File: src/rtl/branch_pkg.sv
// Shared types for the decode-stage branch resolution block.
package branch_pkg;

   localparam int unsigned PC_W           = 16;
   localparam int unsigned IDX_W          = 4;
   localparam int unsigned FIFO_DEPTH_DEF = 2;
   localparam int unsigned CNT_W_DEF      = 16;

   typedef enum logic {
      ST_IDLE    = 1'b0,
      ST_RECOVER = 1'b1
   } br_state_e;

   // One queued predictor update, head field first (MSB)
   typedef struct packed {
      logic [IDX_W-1:0] idx;
      logic             taken;
      logic [PC_W-1:0]  target;
      logic             mispredict;
   } upd_entry_t;

   localparam int unsigned UPD_ENTRY_W = IDX_W + 1 + PC_W + 1;

   // Wrong direction, or right (taken) direction with the wrong target
   function automatic logic is_mispredict(input logic            pred_taken,
                                          input logic [PC_W-1:0] pred_target,
                                          input logic            actual_taken,
                                          input logic [PC_W-1:0] actual_target);
      return (pred_taken != actual_taken) ||
             (actual_taken && (pred_target != actual_target));
   endfunction

endpackage

File: src/rtl/branch_update_fifo.sv
// Small synchronous FIFO holding predictor updates; push and pop may coincide when full.
module branch_update_fifo #(
   parameter int unsigned W     = 8,
   parameter int unsigned DEPTH = 2
) (
   input  logic         clk,
   input  logic         rst,
   input  logic         push_i,
   input  logic         pop_i,
   input  logic [W-1:0] data_i,
   output logic [W-1:0] head_o,
   output logic         full_o,
   output logic         empty_o
);

   localparam int unsigned AW = $clog2(DEPTH);
   localparam int unsigned PW = AW + 1;

   logic [PW-1:0] wr_ptr_q, wr_ptr_d;
   logic [PW-1:0] rd_ptr_q, rd_ptr_d;
   logic [W-1:0]  mem_q [DEPTH];
   logic          do_push, do_pop;

   // Wrap bit distinguishes full from empty when the index bits match
   assign empty_o = (wr_ptr_q == rd_ptr_q);
   assign full_o  = (wr_ptr_q[AW] != rd_ptr_q[AW]) &&
                    (wr_ptr_q[AW-1:0] == rd_ptr_q[AW-1:0]);

   assign do_pop  = pop_i && !empty_o;
   assign do_push = push_i && (!full_o || do_pop);

   assign wr_ptr_d = do_push ? wr_ptr_q + PW'(1) : wr_ptr_q;
   assign rd_ptr_d = do_pop  ? rd_ptr_q + PW'(1) : rd_ptr_q;

   assign head_o = mem_q[rd_ptr_q[AW-1:0]];

   // Pointer registers; reset drops any queued entries
   always_ff @(posedge clk or posedge rst) begin
      if (rst) begin
         wr_ptr_q <= '0;
         rd_ptr_q <= '0;
      end else begin
         wr_ptr_q <= wr_ptr_d;
         rd_ptr_q <= rd_ptr_d;
      end
   end

   // Entry storage; contents are only observed while non-empty
   always_ff @(posedge clk) begin
      if (do_push) begin
         mem_q[wr_ptr_q[AW-1:0]] <= data_i;
      end
   end

endmodule

File: src/rtl/branch_resolve_ctrl.sv
// Decode-stage branch resolution, misprediction recovery and predictor-update sequencing.
module branch_resolve_ctrl
   import branch_pkg::*;
#(
   parameter int unsigned FIFO_DEPTH = FIFO_DEPTH_DEF,
   parameter int unsigned CNT_W      = CNT_W_DEF
) (
   input  logic              clk,
   input  logic              rst,
   input  logic              stall_in,
   input  logic              id_valid,
   input  logic              id_is_branch,
   input  logic [PC_W-1:0]   id_pc,
   input  logic [PC_W-1:0]   id_pc_next,
   input  logic              id_pred_taken,
   input  logic [PC_W-1:0]   id_pred_target,
   input  logic              id_actual_taken,
   input  logic [PC_W-1:0]   id_actual_target,
   input  logic              bp_wr_ready,
   output logic              stall_req,
   output logic              flush_if_id,
   output logic              redirect_valid,
   output logic [PC_W-1:0]   redirect_pc,
   output logic              upd_valid,
   output logic [IDX_W-1:0]  upd_idx,
   output logic              upd_taken,
   output logic [PC_W-1:0]   upd_target,
   output logic              upd_mispredict,
   output logic [CNT_W-1:0]  branch_cnt,
   output logic [CNT_W-1:0]  mispredict_cnt
);

   localparam logic [CNT_W-1:0] CNT_MAX = {CNT_W{1'b1}};

   br_state_e              state_q, state_d;
   logic [PC_W-1:0]        redirect_pc_q, redirect_pc_d;
   logic [CNT_W-1:0]       branch_cnt_q, branch_cnt_d;
   logic [CNT_W-1:0]       misp_cnt_q, misp_cnt_d;

   logic                   full_c, empty_c, deq_c, accept_c, mispredict_c, branch_c;
   upd_entry_t             enq_entry_c, head_c;
   logic [UPD_ENTRY_W-1:0] head_bits_c;
   logic                   unused_pc_hi_c;

   // Only the low PC bits index the predictor
   assign unused_pc_hi_c = ^id_pc[PC_W-1:IDX_W];

   assign mispredict_c = is_mispredict(id_pred_taken, id_pred_target,
                                       id_actual_taken, id_actual_target);

   // The wrong-path slot during RECOVER is never accepted
   assign branch_c  = id_valid && id_is_branch && (state_q == ST_IDLE);
   assign deq_c     = !empty_c && bp_wr_ready;
   assign accept_c  = branch_c && !stall_in && (!full_c || deq_c);
   assign stall_req = branch_c && full_c && !deq_c;

   assign enq_entry_c = '{idx:        id_pc[IDX_W-1:0],
                          taken:      id_actual_taken,
                          target:     id_actual_target,
                          mispredict: mispredict_c};

   branch_update_fifo #(
      .W     (UPD_ENTRY_W),
      .DEPTH (FIFO_DEPTH)
   ) u_upd_fifo (
      .clk     (clk),
      .rst     (rst),
      .push_i  (accept_c),
      .pop_i   (deq_c),
      .data_i  (enq_entry_c),
      .head_o  (head_bits_c),
      .full_o  (full_c),
      .empty_o (empty_c)
   );

   assign head_c = head_bits_c;

   // Present the queue head to the predictor write port; zero when empty
   always_comb begin
      upd_valid      = deq_c;
      upd_idx        = '0;
      upd_taken      = 1'b0;
      upd_target     = '0;
      upd_mispredict = 1'b0;
      if (!empty_c) begin
         upd_idx        = head_c.idx;
         upd_taken      = head_c.taken;
         upd_target     = head_c.target;
         upd_mispredict = head_c.mispredict;
      end
   end

   // Next state and redirect target; RECOVER is a single flush cycle
   always_comb begin
      state_d       = state_q;
      redirect_pc_d = '0;
      case (state_q)
         ST_IDLE: begin
            if (accept_c && mispredict_c) begin
               state_d       = ST_RECOVER;
               redirect_pc_d = id_actual_taken ? id_actual_target : id_pc_next;
            end
         end
         ST_RECOVER: state_d = ST_IDLE;
         default:    state_d = ST_IDLE;
      endcase
   end

   // Saturating statistics
   always_comb begin
      branch_cnt_d = branch_cnt_q;
      misp_cnt_d   = misp_cnt_q;
      if (accept_c && (branch_cnt_q != CNT_MAX)) begin
         branch_cnt_d = branch_cnt_q + CNT_W'(1);
      end
      if (accept_c && mispredict_c && (misp_cnt_q != CNT_MAX)) begin
         misp_cnt_d = misp_cnt_q + CNT_W'(1);
      end
   end

   // State, redirect and counter registers
   always_ff @(posedge clk or posedge rst) begin
      if (rst) begin
         state_q       <= ST_IDLE;
         redirect_pc_q <= '0;
         branch_cnt_q  <= '0;
         misp_cnt_q    <= '0;
      end else begin
         state_q       <= state_d;
         redirect_pc_q <= redirect_pc_d;
         branch_cnt_q  <= branch_cnt_d;
         misp_cnt_q    <= misp_cnt_d;
      end
   end

   assign flush_if_id    = (state_q == ST_RECOVER);
   assign redirect_valid = (state_q == ST_RECOVER);
   assign redirect_pc    = redirect_pc_q;
   assign branch_cnt     = branch_cnt_q;
   assign mispredict_cnt = misp_cnt_q;

endmodule

File: config.mk
export PLATFORM = sky130hd
export DESIGN_NAME = branch_resolve_ctrl
export DESIGN_NICKNAME = d
export VERILOG_FILES = /design/src/rtl/branch_pkg.sv /design/src/rtl/branch_update_fifo.sv /design/src/rtl/branch_resolve_ctrl.sv
export SDC_FILE = /design/constraint.sdc
export NUM_CORES = 1
export LEC_CHECK = 0
export ABC_AREA = 1
export CORE_MARGIN = 8
export CORE_UTILIZATION = 45
export DETAILED_ROUTE_END_ITERATION = 6
export DONT_BUFFER_PORTS = 1
export HOLD_SLACK_MARGIN = 0.03
export PLACE_DENSITY = 0.7
export SLEW_MARGIN = 25
export SYNTH_ARGS = -nofsm -noshare
export SYNTH_HDL_FRONTEND = slang
export SYNTH_SLANG_ARGS = --single-unit
File: constraint.sdc
create_clock -name clk -period 2.9 [get_ports clk]
set_input_delay 0.58 -clock clk [delete_from_list [all_inputs] [get_ports clk]]
set_output_delay 0.58 -clock clk [all_outputs]
set_load 0.01 [all_outputs]
==> flow_summary_export.csv, run 1 <==
group,metric,value,unit
route,ant_nets,0,
global_routing,grt_overflow_total,0,
sta,max_freq,0.3973,GHz
worst_setup_path,ff2ff_path_depth,8,
layout,syn2layout_area_growth,5.360,%
global_routing,track_usage,0.1564,
route,routed_via_density,5.216,
die,fp.dieW,119.6,um
clock_tree,cts.path.max_buffers,2,
synthesis,yosys_warnings,0,
die,core,10650,um^2
clock_tree,cts_made_buffers,9,
sta,setup_viol,0,
sta,max_slew_margin,0.4173,
global_routing,antenna_found_initial,0,
placed_design,routabilityCongestion,0.8290,
global_routing,grt_max_degree,40,
route,num_vias,3505,
synthesis,syn_area_per_cell,9.100,um^2
global_routing,grt-busiest-layer,"met2",
route,drt-initial-drc-count,233,
worst_setup_path,r2r_setup_slack,860,ps
placed_design,port_buffers,0,
sta,fin_setup_tns,0,ps
synthesis,seq_area_frac_synth,0.5479,
synthesis,synth_cell_types,35,
clock_tree,cts_root_buffer,"clkbuf_8",
power_and_ir_drop,p_leak,2.242,nW
die,ios,146,
synthesis,syn_inst,531,
sta,rsz0062_at_grt,"no",
worst_setup_path,path_class,"reg2out",
sta,timing.final.hold_violations,0,
hold_path,hp-class,"in2async",
worst_setup_path,cp.required,2320,ps
clock_tree,post_cts_buffers,0,
global_routing,met1_usage,0.1883,
synthesis,syn-cell-area,4832,um^2
placed_design,dp_hpwl,8343,um
synthesis,synth_area_leaders,"dfrtp_1 27%, edfxtp_1 27%, nand2_1 13%, nor2_1 4.0%, xor2_1 3.8%",
sta,slew_viol_final,0,
global_routing,grt_pass1_wl,17930,um
global_routing,grt_pass1_vias,3401,
layout,drive_gt1_frac,0.07143,
worst_setup_path,cp-start-kind,"flop",
global_routing,grt_use_met2,0.2546,
sta,finalClockSkew,10.61,ps
route,finalWirelength,11260,um
power_and_ir_drop,power_density,731.6,nW/um^2
sta,tightest_slew,872.8,ps
die,initial_core_util,0.4537,
clock_tree,hold_buffers,0,
layout,fin_area,5091,um^2
worst_setup_path,cp.arrival,1940,ps
job,maxCapViolCount,0,
placed_design,place_area,4907,um^2
clock_tree,cts.repair.resized,0,
clock_tree,h-tree-depth,3,
clock_tree,insertion_delay,360,ps
synthesis,synth_top_area_share,0.2745,
worst_setup_path,r2r_end,"branch_cnt[11]",
layout,nets,601,
worst_setup_path,endpoint_kind,"output port",
global_routing,grt_use_met3,0.06200,
clock_tree,clk_pin_slew,100,ps
die,rows,38,
route,drc,0,
clock_tree,cts.sinks,97,
route,wl_per_cell,16.76,um
clock_tree,cts_tree,"yes",
route,first_pass_iters,4,
synthesis,yosys.area.top_type,"dfrtp_1",
worst_setup_path,critical_path.max_fanout,23,
die,die_area,14310,um^2
outcome,status,"finished, final reports clean",
synthesis,ys_ff_latch,97,
layout,diodes,0,
die,die_y,119.6,um
power_and_ir_drop,peakVddDrop,0.3744,mV
sta,fin_crit,2517,ps
sta,fin_crit_sh,0.8680,
synthesis,synthesis.nets,605,
worst_setup_path,reg2reg_from,"flush_if_id",
[placed cells by master (no fill, tap or decap), drive strengths merged]
cell      n
ha        2
inv      51
mux2i     4
nand4    22
nand3    16
a21oi    23
nand2   171
nor4      2
nor3     11
xnor2    14
clkinv    3
o21a      1
buf       4
nor2     53
nor3b     1
dfrtp    53
o21ai    26
clkbuf    9
edfxtp   44
xor2     21
nand3b    1
[final cells by class]
type                            instances  area [um^2]
Multi-Input combinational cell        368         1878
Fill cell                            1014         5559
Clock inverter                          7        60.06
Inverter                               47        176.4
Clock buffer                            9        123.9
Tap cell                              140        175.2
Sequential cell                        97         2648
Timing Repair Buffer                    4        30.03
[worst max-delay path by stage]
stage	start	endpoint	slack, ps	depth (start not counted)
global route	u_upd_fifo.wr_ptr_q[1]	upd_valid	140	4
floorplan	id_valid	u_upd_fifo.mem_q[0][0]	340	8
CTS	u_upd_fifo.rd_ptr_q[1]	upd_valid	330	4
detailed placement	u_upd_fifo.wr_ptr_q[1]	upd_valid	740	4
global placement	u_upd_fifo.rd_ptr_q[1]	upd_valid	740	4
finish	u_upd_fifo.rd_ptr_q[1]	upd_valid	380	4
[synth_stat cells]
cell,n
o21ai_2,4
nand3_1,16
buf_1,1
nor2_1,52
nor2_4,1
a21oi_4,1
inv_1,46
inv_2,1
ha_1,2
a21oi_1,22
xor2_1,21
nor3b_1,1
buf_8,1
xnor2_2,1
nor4_1,2
o21ai_0,20
nor3_4,1
nand4_4,2
buf_6,5
edfxtp_1,44
buf_4,3
dfrtp_1,53
nand4_1,20
nor3_2,2
xnor2_1,13
nand2_4,1
mux2i_1,4
o21ai_1,2
o21a_4,1
nand2_2,1
nand3b_1,1
nor3_1,8
clkbuf_1,8
buf_2,1
nand2_1,169
[flip-flops by register name, indices dropped and copies added, names as in the netlist]
name                 flops
u_upd_fifo.rd_ptr_q      2
redirect_pc             16
u_upd_fifo.mem_q        44
u_upd_fifo.wr_ptr_q      2
flush_if_id              1
mispredict_cnt          16
branch_cnt              16
[per-stage QoR]
| stage | setup slack (ps) | power [mW] | instances | hold WS (ps) | utilization |
|---|---|---|---|---|---|
| 2_1_floorplan | 344.6 | 2.705 | 531 | 461.7 | - |
| 3_3_place_gp | 741.7 | 2.919 | 656 | 479.9 | 0.4608 |
| 3_5_place_dp | 743.7 | 2.945 | 656 | 489.6 | 0.4608 |
| 4_1_cts | 327.0 | 3.776 | 672 | 288.8 | 0.4780 |
| 5_1_grt | 139.3 | 3.972 | 672 | 276.7 | 0.4780 |
| 6_report | 382.9 | 3.724 | 672 | 272.8 | 0.4780 |
[kinds of logic (layout without fill, tap and decap cells)]
kind of cell	Yosys count	after routing	synth area share
DFF	97	97	0.5479
buffers and inverters	66	67	0.06395
muxes	4	4	0.008286
adders and majority gates	2	2	0.005178
and+or+nand+nor	277	277	0.2504
AOI/OAI and AO/OA	50	50	0.05930
xor gates and xnor gates	35	35	0.06499
[power breakdown]
| group | switching, mW | leakage [nW] | total [mW] | internal [mW] |
|---|---|---|---|---|
| logic | 0.773 | 1.04 | 1.06 | 0.292 |
| registers | 0.233 | 1.10 | 1.84 | 1.60 |
| clock network | 0.495 | 0.0965 | 0.824 | 0.329 |
[routing by layer]
layer  vias up  part of all wire
met1      1673              0.41
li1       1714                 -
met2       107              0.48
met3        11             0.093
met4         0             0.012
met5         -                 0
[critical path: stages, from the launching register on]
cell	delay [ps]
dfrtp_1	410
xnor2_1	280
nand2_1	80
inv_1	560
nor2_1	250
No activity file was read; power rests on OpenSTA's default activity.
==> run 2, diff against run 1 <==
==> constraint.sdc (replaced) <==
create_clock -name clk -period 2.9 [get_ports clk]
set_input_delay 0.87 -clock clk [delete_from_list [all_inputs] [get_ports clk]]
set_output_delay 0.87 -clock clk [all_outputs]
set_load 0.01 [all_outputs]
==> flow_summary_export.csv, run 2 (synthesis gave the netlist of run 1 again) <==
group,metric,value,unit
placed_design,dp_hpwl,8450,um
power_and_ir_drop,p_comb_frac,0.289,
sta,fin_crit,2542,ps
layout,drive_gt1_frac,0.07477,
route,num_vias,3530,
global_routing,antenna_found_initial,0,
clock_tree,cts.repair.resized,0,
sta,timing.final.hold_violations,0,
route,routed_via_density,5.230,
clock_tree,post_cts_buffers,0,
sta,max_freq,0.3934,GHz
clock_tree,clk_pin_slew,90,ps
clock_tree,insertion_delay,360,ps
global_routing,grt_pass1_vias,3520,
outcome,status,"finished, final reports clean",
worst_setup_path,endpoint_kind,"output port",
worst_setup_path,cp.required,2030,ps
sta,max_slew_margin,0.6743,
sta,fin_setup_tns,0,ps
die,die_area,14310,um^2
route,wl_per_cell,17.00,um
worst_setup_path,path_class,"reg2out",
worst_setup_path,cp-start-kind,"flop",
layout,diodes,0,
layout,nets,604,
die,initial_core_util,0.4537,
power_and_ir_drop,p_leak,2.258,nW
global_routing,grt_max_degree,53,
die,rows,38,
power_and_ir_drop,power_density,744.9,nW/um^2
clock_tree,cts.path.max_buffers,2,
sta,slew_viol_final,0,
worst_setup_path,cp.arrival,1670,ps
sta,tightest_slew,484.1,ps
layout,largest_reg_flops,44,
layout,syn2layout_area_growth,6.473,%
power_and_ir_drop,p_int,2.330,mW
worst_setup_path,critical_path.max_fanout,22,
sta,fin_crit_sh,0.8765,
sta,setup_viol,0,
route,drc,0,
die,core,10650,um^2
global_routing,grt_overflow_total,0,
hold_path,hp-class,"in2async",
clock_tree,cts_root_buffer,"clkbuf_8",
power_and_ir_drop,power_switching_share,0.3919,
clock_tree,hold_buffers,0,
global_routing,track_usage,0.1606,
power_and_ir_drop,peakVddDrop,0.3972,mV
job,maxCapViolCount,0,
die,fp.dieW,119.6,um
route,finalWirelength,11470,um
clock_tree,cts_tree,"yes",
sta,rsz0062_at_grt,"no",
layout,layout_commonest_cell,"nand2_1",
die,ios,146,
power_and_ir_drop,seqPwrFrac,0.479,
route,first_pass_iters,4,
placed_design,port_buffers,0,
placed_design,routabilityCongestion,0.8368,
route,ant_nets,0,
global_routing,grt_pass1_wl,18420,um
power_and_ir_drop,p_sw,1.502,mW
clock_tree,cts.sinks,97,
die,die_y,119.6,um
layout,final_cell_mix,"169 x nand2_1, 53 x dfrtp_1, 51 x nor2_1",
clock_tree,cts_made_buffers,9,
clock_tree,h-tree-depth,3,
sta,worst_hold_slack,237.2,ps
power_and_ir_drop,clkPwrFrac,0.233,
layout,fillCellCount,1019,
sta,finalClockSkew,7.525,ps
route,drt-initial-drc-count,228,
[run 2: cell types whose count changed in the layout (fill, tap and decap cells not counted), sizes merged]
cell	previous run	this run
inv	51	49
clkinvlp	0	3
clkinv	3	1
buf	4	7
bufinv	0	1
[run 2: through the flow]
stage	instances	power [mW]	util	instance area [um^2]	setup slack, ps
floorplan	531	2.705	-	4832	54.58
global placement	659	2.951	0.4641	4942	493.9
detailed placement	659	2.988	0.4641	4942	477.9
CTS	675	3.880	0.4831	5145	339.9
global route	675	4.066	0.4831	5145	234.8
finish	675	3.832	0.4831	5145	358.3
[run 2: path summary, 6_finish.rpt]
check	slack, ps	end	cells after the start	startpoint
worst max-delay path	360	upd_target[15]	5	u_upd_fifo.rd_ptr_q[0]
worst min-delay path	240	branch_cnt[14]	1	rst
worst max register to register	880	branch_cnt[11]	8	branch_cnt[0]
worst min register to register	510	u_upd_fifo.rd_ptr_q[1]	1	u_upd_fifo.rd_ptr_q[1]
max in group asynchronous	2190	redirect_pc[1]	2	rst
min in group clk	510	u_upd_fifo.rd_ptr_q[1]	1	u_upd_fifo.rd_ptr_q[1]
[run 2: cell type report]
class | instances | area, um^2 | share of cell area
tap | 140 | 175.2 | 0.03405
sequential | 97 | 2648 | 0.5146
multi-input combinational | 368 | 1878 | 0.3650
inverter | 47 | 176.4 | 0.03429
clock buffer | 9 | 123.9 | 0.02408
timing repair buffer | 7 | 65.06 | 0.01265
clock inverter | 7 | 78.83 | 0.01532
[run 2: power by group through the flow]
stage               clock network, mW  logic (mW)  registers (mW)
global placement                    0        1.09            1.86
global route                    0.968        1.24            1.86
finish                          0.893        1.11            1.83
detailed placement                  0        1.12            1.87
floorplan                           0       0.906            1.80
CTS                             0.917        1.12            1.84
[run 2: routing by layer]
metal  GRT usage  vias up  share of wire
li1            -     1711              -
met1      0.1884     1670           0.40
met2      0.2703      133           0.49
met3     0.05167       16          0.095
met4     0.05933        0          0.016
met5           0        -              0
[run 2: worst max-delay path: stages, from the launching register on]
cell and delay (ps):
dfrtp_1 470, xnor2_2 180, nand2_1 70, inv_1 50, buf_4 200, a21oi_1 340
==> run 3, diff against run 2 <==
--- a/config.mk
+++ b/config.mk
@@ -7,5 +7,5 @@
 export LEC_CHECK = 0
 export ABC_AREA = 1
-export CORE_MARGIN = 8
+export CORE_MARGIN = 2
 export CORE_UTILIZATION = 45
 export DETAILED_ROUTE_END_ITERATION = 6
==> constraint.sdc (replaced) <==
create_clock -name clk -period 2.9 [get_ports clk]
set_input_delay 0.87 -clock clk [delete_from_list [all_inputs] [get_ports clk]]
set_output_delay 0.87 -clock clk [all_outputs]
set_load 0.02 [all_outputs]
==> flow_summary_export.csv, run 3 (synthesis gave the netlist of run 1 again) <==
group,metric,value,unit
layout,layout_commonest_cell,"nand2_1",
worst_setup_path,critical_path.max_fanout,22,
clock_tree,cts_tree,"yes",
clock_tree,hold_buffers,0,
route,first_pass_iters,4,
route,ant_nets,0,
sta,fin_crit,2662,ps
worst_setup_path,ff2ff_path_depth,7,
layout,largest_reg_flops,44,
route,drc,0,
route,drt-initial-drc-count,174,
die,die_y,107.6,um
sta,timing.final.hold_violations,0,
layout,syn2layout_area_growth,8.726,%
layout,nets,613,
worst_setup_path,endpoint_kind,"output port",
die,core,10370,um^2
sta,fin_crit_sh,0.9179,
worst_setup_path,reg2reg_from,"mispredict_cnt[0]",
sta,fin_setup_tns,0,ps
sta,max_freq,0.3757,GHz
clock_tree,cts_root_buffer,"clkbuf_8",
layout,drive_gt1_frac,0.09191,
worst_setup_path,cp.required,2030,ps
sta,rsz0062_at_grt,"no",
die,ios,146,
sta,slew_viol_final,0,
power_and_ir_drop,p_leak,2.329,nW
placed_design,routabilityCongestion,0.9076,
sta,finalClockSkew,9.840,ps
clock_tree,cts.repair.resized,0,
placed_design,dp_hpwl,8009,um
sta,max_slew_margin,0.6335,
die,die_area,11580,um^2
placed_design,port_buffers,0,
job,maxCapViolCount,0,
hold_path,hp-class,"in2async",
sta,setup_viol,0,
clock_tree,post_cts_buffers,0,
global_routing,track_usage,0.1957,
global_routing,grt_pass1_vias,3482,
outcome,status,"finished, final reports clean",
layout,final_cell_mix,"169 x nand2_1, 53 x dfrtp_1, 51 x nor2_1",
clock_tree,cts_made_buffers,9,
clock_tree,cts.sinks,97,
sta,tightest_slew,548.9,ps
clock_tree,cts.path.max_buffers,2,
route,wl_per_cell,16.34,um
layout,diodes,0,
clock_tree,insertion_delay,360,ps
worst_setup_path,cp.arrival,1790,ps
worst_setup_path,startpoint,"u_upd_fifo.rd_ptr_q[0]",
placed_design,place_area,5005,um^2
route,finalWirelength,11110,um
global_routing,grt_pass1_wl,17580,um
worst_setup_path,cp-start-kind,"flop",
route,routed_via_density,5.281,
route,num_vias,3591,
layout,fin_area,5254,um^2
global_routing,grt_max_degree,33,
die,rows,37,
clock_tree,h-tree-depth,3,
die,initial_core_util,0.4660,
worst_setup_path,path_class,"reg2out",
power_and_ir_drop,peakVddDrop,0.4156,mV
global_routing,antenna_found_initial,0,
clock_tree,clk_pin_slew,90,ps
power_and_ir_drop,power_density,829.6,nW/um^2
global_routing,grt_overflow_total,0,
die,fp.dieW,107.6,um
-- run 3: path summary, 6_finish.rpt --
| kind | to | slack [ps] |
|---|---|---|
| max | upd_target[15] | 240 |
| min | redirect_pc[12] | 430 |
| max reg2reg | mispredict_cnt[2] | 860 |
| min reg2reg | u_upd_fifo.wr_ptr_q[1] | 500 |
| max in group asynchronous | branch_cnt[12] | 1900 |
| min in group clk | u_upd_fifo.wr_ptr_q[1] | 500 |
-- run 3: final cells by class --
cell class,instances,area (um^2)
clock buffer,9,123.9
timing repair buffer,16,132.6
multi-input combinational,368,1878
tap,136,170.2
fill,985,5116
clock inverter,7,125.1
inverter,47,176.4
sequential,97,2648
-- run 3: routing by layer --
metal / up-vias / global-route usage / routed length (um)
li1: 1733 / - / -
met1: 1709 / 0.2340 / 4460
met2: 133 / 0.3302 / 5393
met3: 16 / 0.05751 / 1044
met4: 0 / 0.07967 / 216
met5: - / 0 / 0
-- run 3: stage by stage --
| stage | util | total power, mW | hold WS [ps] | std cells | setup WS, ps |
|---|---|---|---|---|---|
| 6_report | 0.5066 | 4.359 | 430.9 | 680 | 238.1 |
| 3_5_place_dp | 0.4826 | 3.336 | 480.6 | 664 | 623.7 |
| 3_3_place_gp | 0.4826 | 3.292 | 480.5 | 664 | 653.8 |
| 2_1_floorplan | - | 2.960 | 461.7 | 531 | 53.67 |
| 4_1_cts | 0.5066 | 4.408 | 426.3 | 680 | 211.2 |
| 5_1_grt | 0.5066 | 4.592 | 443.7 | 680 | 123.1 |
-- run 3: worst max-delay path: stages, from the launching register on --
cell and delay [ps]:
dfrtp_1 470, xnor2_2 180, nand2_1 70, inv_1 50, buf_4 210, a21oi_1 450
-- run 3: report_power, final --
group          total (mW)  switching (mW)  internal [mW]
Combinational        1.39           0.982          0.410
Clock                1.06           0.482          0.582
Sequential           1.90           0.301           1.60
Total                4.36            1.77           2.59
